### config.mk
export PLATFORM = sky130hd
export DESIGN_NAME = hi_lo_multiply_divide_unit
export DESIGN_NICKNAME = d
export VERILOG_FILES = /design/src/rtl/mips_muldiv_pkg.sv /design/src/rtl/hi_lo_multiply_divide_unit.sv
export SDC_FILE = /design/constraint.sdc
export NUM_CORES = 1
export LEC_CHECK = 0
export CORE_UTILIZATION = 30
export CTS_BUF_LIST = sky130_fd_sc_hd__clkbuf_8
export DETAILED_ROUTE_END_ITERATION = 7
export SLEW_MARGIN = 20
export SYNTH_ARGS = -nofsm -noshare
export SYNTH_HDL_FRONTEND = slang
export SYNTH_SLANG_ARGS = --single-unit
### constraint.sdc
create_clock -name clk -period 7.9 [get_ports clk]
set_clock_uncertainty 0.1 [all_clocks]
set_input_delay 1.185 -clock clk [delete_from_list [all_inputs] [get_ports clk]]
set_output_delay 1.185 -clock clk [all_outputs]
set_load 0.01 [all_outputs]
### src/rtl/mips_muldiv_pkg.sv
// ---------------------------------------------------------------------------
// mips_muldiv_pkg
// Shared definitions for the HI/LO multiply/divide unit. The decoder uses the
// same function-code constants.
//   FUNCT_MULT/MULTU/DIV/DIVU : R-type function codes 0x18..0x1B
//   muldiv_state_t            : IDLE / RUN / FIX sequencing states
//   is_muldiv_funct()         : true for the four codes that launch an op
// ---------------------------------------------------------------------------
package mips_muldiv_pkg;

    localparam logic [5:0] FUNCT_MULT  = 6'h18;
    localparam logic [5:0] FUNCT_MULTU = 6'h19;
    localparam logic [5:0] FUNCT_DIV   = 6'h1A;
    localparam logic [5:0] FUNCT_DIVU  = 6'h1B;

    typedef enum logic [1:0] {
        IDLE = 2'd0,
        RUN  = 2'd1,
        FIX  = 2'd2
    } muldiv_state_t;

    function automatic logic is_muldiv_funct(input logic [5:0] funct);
        return (funct == FUNCT_MULT) || (funct == FUNCT_MULTU) ||
               (funct == FUNCT_DIV)  || (funct == FUNCT_DIVU);
    endfunction

endpackage

### src/rtl/hi_lo_multiply_divide_unit.sv
// ---------------------------------------------------------------------------
// hi_lo_multiply_divide_unit
// Iterative 32-bit multiply/divide with the architectural HI/LO registers.
// One result bit per cycle: 32 RUN cycles plus one FIX cycle that applies
// the sign corrections and writes HI/LO.
// Ports:
//   clk, reset                 rising-edge clock, async active-high reset
//   start                      launch request (MULT/MULTU/DIV/DIVU only)
//   ALU_function_execute       function code
//   src_A_execute/src_B_execute multiplicand/dividend, multiplier/divisor
//   HI/LO_register_write_execute, HI_LO_write_data   MTHI/MTLO port
//   busy                       operation in progress (registered)
//   done                       one-cycle pulse when HI/LO get a result
//   HI, LO                     architectural registers
// ---------------------------------------------------------------------------
module hi_lo_multiply_divide_unit
    import mips_muldiv_pkg::*;
#(
    parameter int WIDTH = 32
) (
    input  logic             clk,
    input  logic             reset,
    input  logic             start,
    input  logic [5:0]       ALU_function_execute,
    input  logic [WIDTH-1:0] src_A_execute,
    input  logic [WIDTH-1:0] src_B_execute,
    input  logic             HI_register_write_execute,
    input  logic             LO_register_write_execute,
    input  logic [WIDTH-1:0] HI_LO_write_data,
    output logic             busy,
    output logic             done,
    output logic [WIDTH-1:0] HI,
    output logic [WIDTH-1:0] LO
);

    muldiv_state_t      state_q, state_d;
    logic [4:0]         cnt_q, cnt_d;
    logic               busy_q, busy_d;
    logic               done_q, done_d;
    logic [WIDTH-1:0]   hi_q, hi_d;
    logic [WIDTH-1:0]   lo_q, lo_d;
    logic [2*WIDTH-1:0] acc_q, acc_d;     // product, or {remainder, quotient}
    logic [WIDTH-1:0]   a_q, a_d;         // |A|; shifts left during divide
    logic [WIDTH-1:0]   b_q, b_d;         // |B|; shifts right during multiply
    logic [WIDTH-1:0]   raw_a_q, raw_a_d; // unmodified A for divide-by-zero HI
    logic               is_div_q, is_div_d;
    logic               neg_res_q, neg_res_d; // negate product / quotient
    logic               neg_rem_q, neg_rem_d; // negate remainder (DIV only)

    // Per-step datapath
    logic               accept;
    logic               is_signed_op;
    logic               sign_a, sign_b;
    logic [WIDTH:0]     mul_sum;
    logic [WIDTH:0]     div_shift;
    logic [WIDTH+1:0]   div_sub;
    logic               div_borrow;
    logic [WIDTH-1:0]   rem_next;
    logic [2*WIDTH-1:0] prod_fixed;

    assign accept       = (state_q == IDLE) && start && is_muldiv_funct(ALU_function_execute);
    assign is_signed_op = (ALU_function_execute == FUNCT_MULT) ||
                          (ALU_function_execute == FUNCT_DIV);
    assign sign_a       = is_signed_op && src_A_execute[WIDTH-1];
    assign sign_b       = is_signed_op && src_B_execute[WIDTH-1];

    // Shift-add: add |A| into the upper half when the current multiplier bit
    // is set, then shift the whole 65-bit sum right by one.
    assign mul_sum    = {1'b0, acc_q[2*WIDTH-1:WIDTH]} + {1'b0, (b_q[0] ? a_q : '0)};

    // Restoring divide: bring in the next dividend bit and trial-subtract.
    // The extra top bit of div_sub is the borrow (trial went negative).
    assign div_shift  = {acc_q[2*WIDTH-1:WIDTH], a_q[WIDTH-1]};
    assign div_sub    = {1'b0, div_shift} - {2'b00, b_q};
    assign div_borrow = div_sub[WIDTH+1];
    assign rem_next   = div_borrow ? div_shift[WIDTH-1:0] : div_sub[WIDTH-1:0];

    assign prod_fixed = neg_res_q ? -acc_q : acc_q;

    // NOTE: every signal written below gets a default first, so no path
    // leaves one unassigned and no latch is inferred.
    always_comb begin
        state_d   = state_q;
        cnt_d     = cnt_q;
        busy_d    = busy_q;
        done_d    = 1'b0;
        hi_d      = hi_q;
        lo_d      = lo_q;
        acc_d     = acc_q;
        a_d       = a_q;
        b_d       = b_q;
        raw_a_d   = raw_a_q;
        is_div_d  = is_div_q;
        neg_res_d = neg_res_q;
        neg_rem_d = neg_rem_q;

        unique case (state_q)
            IDLE: begin
                if (accept) begin
                    // A launch takes priority over a same-cycle MTHI/MTLO.
                    a_d       = sign_a ? -src_A_execute : src_A_execute;
                    b_d       = sign_b ? -src_B_execute : src_B_execute;
                    raw_a_d   = src_A_execute;
                    is_div_d  = (ALU_function_execute == FUNCT_DIV) ||
                                (ALU_function_execute == FUNCT_DIVU);
                    neg_res_d = sign_a ^ sign_b;
                    neg_rem_d = sign_a;
                    acc_d     = '0;
                    cnt_d     = '0;
                    busy_d    = 1'b1;
                    state_d   = RUN;
                end else begin
                    if (HI_register_write_execute) hi_d = HI_LO_write_data;
                    if (LO_register_write_execute) lo_d = HI_LO_write_data;
                end
            end
            RUN: begin
                if (is_div_q) begin
                    acc_d = {rem_next, acc_q[WIDTH-2:0], ~div_borrow};
                    a_d   = a_q << 1;
                end else begin
                    acc_d = {mul_sum, acc_q[WIDTH-1:1]};
                    b_d   = b_q >> 1;
                end
                cnt_d = cnt_q + 5'd1;
                if (cnt_q == 5'd31) state_d = FIX;
            end
            FIX: begin
                if (!is_div_q) begin
                    {hi_d, lo_d} = prod_fixed;
                end else if (b_q == '0) begin
                    lo_d = '1;
                    hi_d = raw_a_q;
                end else begin
                    lo_d = neg_res_q ? -acc_q[WIDTH-1:0]       : acc_q[WIDTH-1:0];
                    hi_d = neg_rem_q ? -acc_q[2*WIDTH-1:WIDTH] : acc_q[2*WIDTH-1:WIDTH];
                end
                done_d  = 1'b1;
                busy_d  = 1'b0;
                state_d = IDLE;
            end
            default: state_d = IDLE;
        endcase
    end

    // NOTE: state registers use non-blocking assignments so every register
    // samples the pre-edge values of the others.
    always_ff @(posedge clk or posedge reset) begin
        if (reset) begin
            state_q   <= IDLE;
            cnt_q     <= '0;
            busy_q    <= 1'b0;
            done_q    <= 1'b0;
            hi_q      <= '0;
            lo_q      <= '0;
            acc_q     <= '0;
            a_q       <= '0;
            b_q       <= '0;
            raw_a_q   <= '0;
            is_div_q  <= 1'b0;
            neg_res_q <= 1'b0;
            neg_rem_q <= 1'b0;
        end else begin
            state_q   <= state_d;
            cnt_q     <= cnt_d;
            busy_q    <= busy_d;
            done_q    <= done_d;
            hi_q      <= hi_d;
            lo_q      <= lo_d;
            acc_q     <= acc_d;
            a_q       <= a_d;
            b_q       <= b_d;
            raw_a_q   <= raw_a_d;
            is_div_q  <= is_div_d;
            neg_res_q <= neg_res_d;
            neg_rem_q <= neg_rem_d;
        end
    end

    assign busy = busy_q;
    assign done = done_q;
    assign HI   = hi_q;
    assign LO   = lo_q;

endmodule

* Word-level counts from Yosys, hierarchy flattened
Index checks and enable logic that the tools add are counted.
W data, S select, Z words.
** Word-level totals
- Flip-flop bits (word level) :: 236
- Bits in read-only memories :: 0
- Memory bits (writable) :: 0
- Memories kept :: 0
- Logic and storage cells :: 92
- Input port bits :: 107
- Bits in latches :: 0
- Output and inout bits :: 66
** Operators by class
- Add/sub/neg operators :: 8
- Multiply operators :: 0
- Equal/unequal tests :: 14
- Muxes and demuxes :: 34
- Shifts and indexed selects :: 0
- Bitwise operators :: 2
- Reduce and logical (&&, ||, !) cells :: 21
- Magnitude comparators :: 0
- Divide/modulo/power cells :: 0
** Operators with widths (count)
- $mux W32 :: 18
- $pmux W32 S2 :: 4
- $mux W64 :: 3
- $neg A32 Y32 :: 4
- $pmux W64 S2 :: 1
- $neg A64 Y64 :: 1
- $sub A33 B32 Y34 :: 1
- $add A32 B32 Y33 :: 1
- $logic_not A32 Y1 :: 1
- $eq A6 B5 Y1 const B :: 4
- $ne A2 B2 Y1 const B :: 7
- $reduce_and A3 Y1 :: 4
- $pmux W5 S2 :: 1
- $reduce_and A2 Y1 :: 4
- $add A5 B1 Y5 const B :: 1
- $eq A5 B5 Y1 const B :: 1
- $logic_or A1 B1 Y1 :: 5
- $mux W5 :: 1
- $logic_and A1 B1 Y1 :: 4
- $mux W2 :: 2
- $pmux W2 S2 :: 1
- $reduce_bool A2 Y1 :: 2
- $eq A2 B1 Y1 const B :: 1
- $eq A2 B2 Y1 const B :: 1
- other kinds (5) :: 6

* Depth between registers and ports, before layout
- Depth after elaboration :: 7
- Mapped depth :: 15
- Gate-level depth less buffers :: 14

* Worst setup path before layout
OpenSTA, ideal clock, no wires.
- Kind :: input to register
- Start :: input src_B_execute[12]
- End :: register b_q[28]
- Path buffers :: 0
- Arrival time :: 3428 ps
- Cell stages on the path :: 10
- Library setup time :: 87 ps
- Path slack :: 4284 ps
- Required time :: 7713 ps
- Cell sequence :: or4_1 -> or3_1 -> nor4b_1 -> nand2_1 -> o21ai_1 -> o21ai_0 -> a21oi_1 -> xnor2_1 -> nand2_1 -> a22oi_1
** Between the ends
- Word-level cells in the longest chain between the ends :: 4
** Ends and longest elaborated chain
- from (decl) :: line hi_lo_multiply_divide_unit.sv:26 : input logic [WIDTH-1:0] src_B_execute,
- $neg A32 Y32 :: line hi_lo_multiply_divide_unit.sv:102 : b_d = sign_b ? -src_B_execute : src_B_execute;
- $mux W32 :: line hi_lo_multiply_divide_unit.sv:102
- $mux W32 :: line hi_lo_multiply_divide_unit.sv:99 : if (accept) begin
- $pmux W32 S2 :: line hi_lo_multiply_divide_unit.sv:97 : unique case (state_q)
- to (signal assigned) :: line hi_lo_multiply_divide_unit.sv:158 : b_q <= '0;
- to (signal assigned) :: line hi_lo_multiply_divide_unit.sv:172 : b_q <= b_d;
- to (decl) :: line hi_lo_multiply_divide_unit.sv:44 : logic [WIDTH-1:0] b_q, b_d;
No other way between the ends. The select of a mux whose other input is x is not followed.
A chain may end at the register's enable or synchronous reset.

* Worst setup path in the final report
- Start :: register acc_q[0]
- End :: register hi_q[13], in the netlist HI[13]
** Between the ends
- Word-level cells in the longest chain between the ends :: 4
** Ends and longest elaborated chain
- from (decl) :: line hi_lo_multiply_divide_unit.sv:42 : logic [2*WIDTH-1:0] acc_q, acc_d;
- from (signal assigned) :: line hi_lo_multiply_divide_unit.sv:156 : acc_q <= '0;
- from (signal assigned) :: line hi_lo_multiply_divide_unit.sv:170 : acc_q <= acc_d;
- $neg A64 Y64 :: line hi_lo_multiply_divide_unit.sv:78 : assign prod_fixed = neg_res_q ? -acc_q : acc_q;
- $mux W64 :: line hi_lo_multiply_divide_unit.sv:78
- $mux W32 :: line hi_lo_multiply_divide_unit.sv:129 : if (!is_div_q) begin
- $pmux W32 S2 :: line hi_lo_multiply_divide_unit.sv:97
- to (signal assigned) :: line hi_lo_multiply_divide_unit.sv:168 : hi_q <= hi_d;
- to (decl) :: line hi_lo_multiply_divide_unit.sv:40 : logic [WIDTH-1:0] hi_q, hi_d;
No other way between the ends.

==> results.md <==
- Status: completed
- CTS tree: done
- I/O pin count: 173
- Total grt overflow: 0
- Max Root-Sink Buffers: 3
- Final Setup Violations: 0
- Max-cap violations: 0
- Leakage: 8.68 nW
- Post-CTS setup repair buffer count: 0
- Primary flip-flop cell chosen by synthesis mapping: dfrtp_1
- Met2 Use GR: 0.356
- First-pass GRT wire length: 99,400 um
- Initial Utilization: 0.305
- Router iterations before antenna repair: 5
- PortBufs: 172
- Antenna viol nets, final: 0
- Core area: 0.0580 mm^2
- Peak supply drop: 215 uV
- Die width: 245 um
- CTS buffer count: 46
- CTS sink count: 236
- Fin. Hold Viols: 0
- Share of cells above drive strength 1: 0.0583
- Worst Tran Pin Value: 1.02 ns
- Post-CTS Resized: 0
- Iter 0 DRT Violations: 1,275
- Hold/Removal Path Class: register to register
- Max-Slew Margin vs Limit: 0.315
- Min Clock Period, post-route: 4.26 ns
- Max Fclk: 0.235 GHz
- Die area: 0.0601 mm^2
- Number of fill cells in the layout: 5,968
- Final-report max-slew violation count: 0
- Critical Path RT: 8.28 ns
- Skew-Pair Late Insertion Delay: 0.62 ns
- Synthesized area: 0.0177 mm^2
- Avg Vias per Cell: 5.55
- Crit path kind: register to register
- Antenna violations before repair: 1
- Final worst slack: 3.64 ns
- Largest net degree at the start of global routing: 121
- Pre-CTS setup slack: 3.03 ns
- Register area share after synthesis: 0.333
- Synth warn: 0
- Yosys reg bits: 236
- Fin crit share: 0.539
- Synthesized area per cell: 7.97 um^2
- Final WL: 64,500 um
- Met1 usage: 0.270
- Power Density: 418 mW/mm^2
- Via Count: 17,300
- Library cells used by synthesis: 78
- Average wire per standard cell: 20.7 um
- Post-synthesis instance total: 2,224
- H-tree levels: 2
- Crit path max fanout: 11
- CP Capture Type: register
- Met3 Track Usage GR: 0.0258
- Synth async-reset ratio: 1.00
- Post-synth EDFFs: 0
- # DRC: 0
- RSZ-0062 raised after global routing: no
- Total GRT Usage: 0.212
- Final #Nets: 2,496
- Area Overhead vs Synth: 18.9%
- CTS root buf: clkbuf_8
- DIE HEIGHT: 245 um
- GP Congestion: 0.931
- CTS clk-pin slew, worst paths: 0.05 ns
- CP Launch Type: register
- FP Rows: 88
- Net Count, Synth: 2,404
- CTS Hold Bufs: 0
- Crit path DAT: 4.65 ns
- Setup TNS: 0 ns
- DP Wirelength: 47,500 um
- Vias in the first global route: 16,800
- GR peak layer: met2
worst max-delay path, stage by stage, from the launching register on:
cell and delay [ns]:
dfrtp_1 0.46, or4_1 0.59, nor4_1 0.60, nand2_1 0.29
or3b_1 0.65, o21ai_1 0.43, nor2_1 0.09, a311oi_1 0.27
a21oi_1 0.08, a211oi_1 0.40, o21ai_0 0.16
registers in the layout, summed over array words and instances (netlist names):
register and count:
neg_rem_q 1, state_q 2, HI 32, busy 1
acc_q 64, cnt_q 5, neg_res_q 1, b_q 32
raw_a_q 32, LO 32, a_q 32, done 1
is_div_q 1
worst paths after layout:
kind                                 startpoint                    to  slack, ns  cells past startpoint
max                        acc_q[0]$_DFFE_PP0P_    HI[13]$_DFFE_PP0P_       3.64                     10
min                          LO[21]$_DFFE_PP0P_    LO[21]$_DFFE_PP0P_       0.38                      2
max reg2reg                acc_q[0]$_DFFE_PP0P_    HI[13]$_DFFE_PP0P_       3.64                     10
min reg2reg                  LO[21]$_DFFE_PP0P_    LO[21]$_DFFE_PP0P_       0.38                      2
max in group asynchronous                 reset    LO[19]$_DFFE_PP0P_       5.35                      3
min in group asynchronous                 reset  acc_q[7]$_DFFE_PP0P_       1.01                      2
stage by stage:
stage	area, um^2	std cells	utilization	hold WS (ns)	power (W)
CTS	21000	3112	0.363	0.385	0.00880
detailed placement	20100	3032	0.346	0.371	0.00744
floorplan	17700	2224	-	0.340	0.00568
global placement	20100	3031	0.346	0.364	0.00734
global route	21100	3113	0.363	0.401	0.00948
finish	21100	3114	0.363	0.378	0.00881
power by group:
group,internal [W],switching [W],leakage (nW)
logic,0.00213,0.00292,5.20
clock network,0.000737,0.000577,0.545
registers,0.00172,0.000723,2.93
placed cells by master, fill, tap and decap left out, types with 32 or more instances in the layout:
cell	synthesis	final
a21oi_1	177	176
nand3_1	66	66
inv_1	63	76
o31ai_1	32	32
o22ai_1	50	50
o21ai_0	272	271
mux2i_1	70	70
and2_1	38	38
dfrtp_1	236	234
xor2_1	69	69
xnor2_1	114	114
clkdlybuf4s50_1	0	172
nor2_1	113	111
o211ai_1	43	43
clkbuf_8	0	56
nand2_1	322	321
ha_1	71	71
cells by family after synthesis:
family                     share of synthesized area
buffers and inverters                         0.0478
adders and majority gates                     0.0524
muxes                                         0.0414
xor gates and xnor gates                      0.0904
DFF                                            0.333
AOI/OAI and AO/OA                              0.248
and+or+nand+nor                                0.187
Yosys cell counts (all sizes together), types with 27 or more instances:
master / n / area share
o22ai: 50 / 0.018
a21o: 29 / 0.012
or3: 27 / 0.0097
o31ai: 32 / 0.014
xnor2: 114 / 0.056
nor2: 113 / 0.024
clkbuf: 135 / 0.029
and2: 38 / 0.013
o211ai: 43 / 0.018
o21ai: 279 / 0.079
ha: 71 / 0.050
nand2: 324 / 0.069
xor2: 69 / 0.034
nand3: 66 / 0.019
dfrtp: 236 / 0.33
mux2i: 70 / 0.040
a21oi: 177 / 0.050
inv: 64 / 0.014
per-layer routing:
| layer | vias up | part of all wire |
|---|---|---|
| met4 | 0 | 0.045 |
| met3 | 149 | 0.057 |
| met5 | - | 0 |
| met1 | 8297 | 0.42 |
| met2 | 643 | 0.47 |
| li1 | 8192 | - |
area by class of cell:
class	instances	area (um^2)	area share
inverters	64	248	0.0118
multi-input cells	1769	11000	0.524
well taps	765	957	0.0454
clock inverters	24	186	0.00885
flip-flops and latches	236	5910	0.281
repair buffers	199	1960	0.0928
diodes	1	2.50	0.000119
clock buffers	56	771	0.0366
Power figures use the tool's default switching activity.
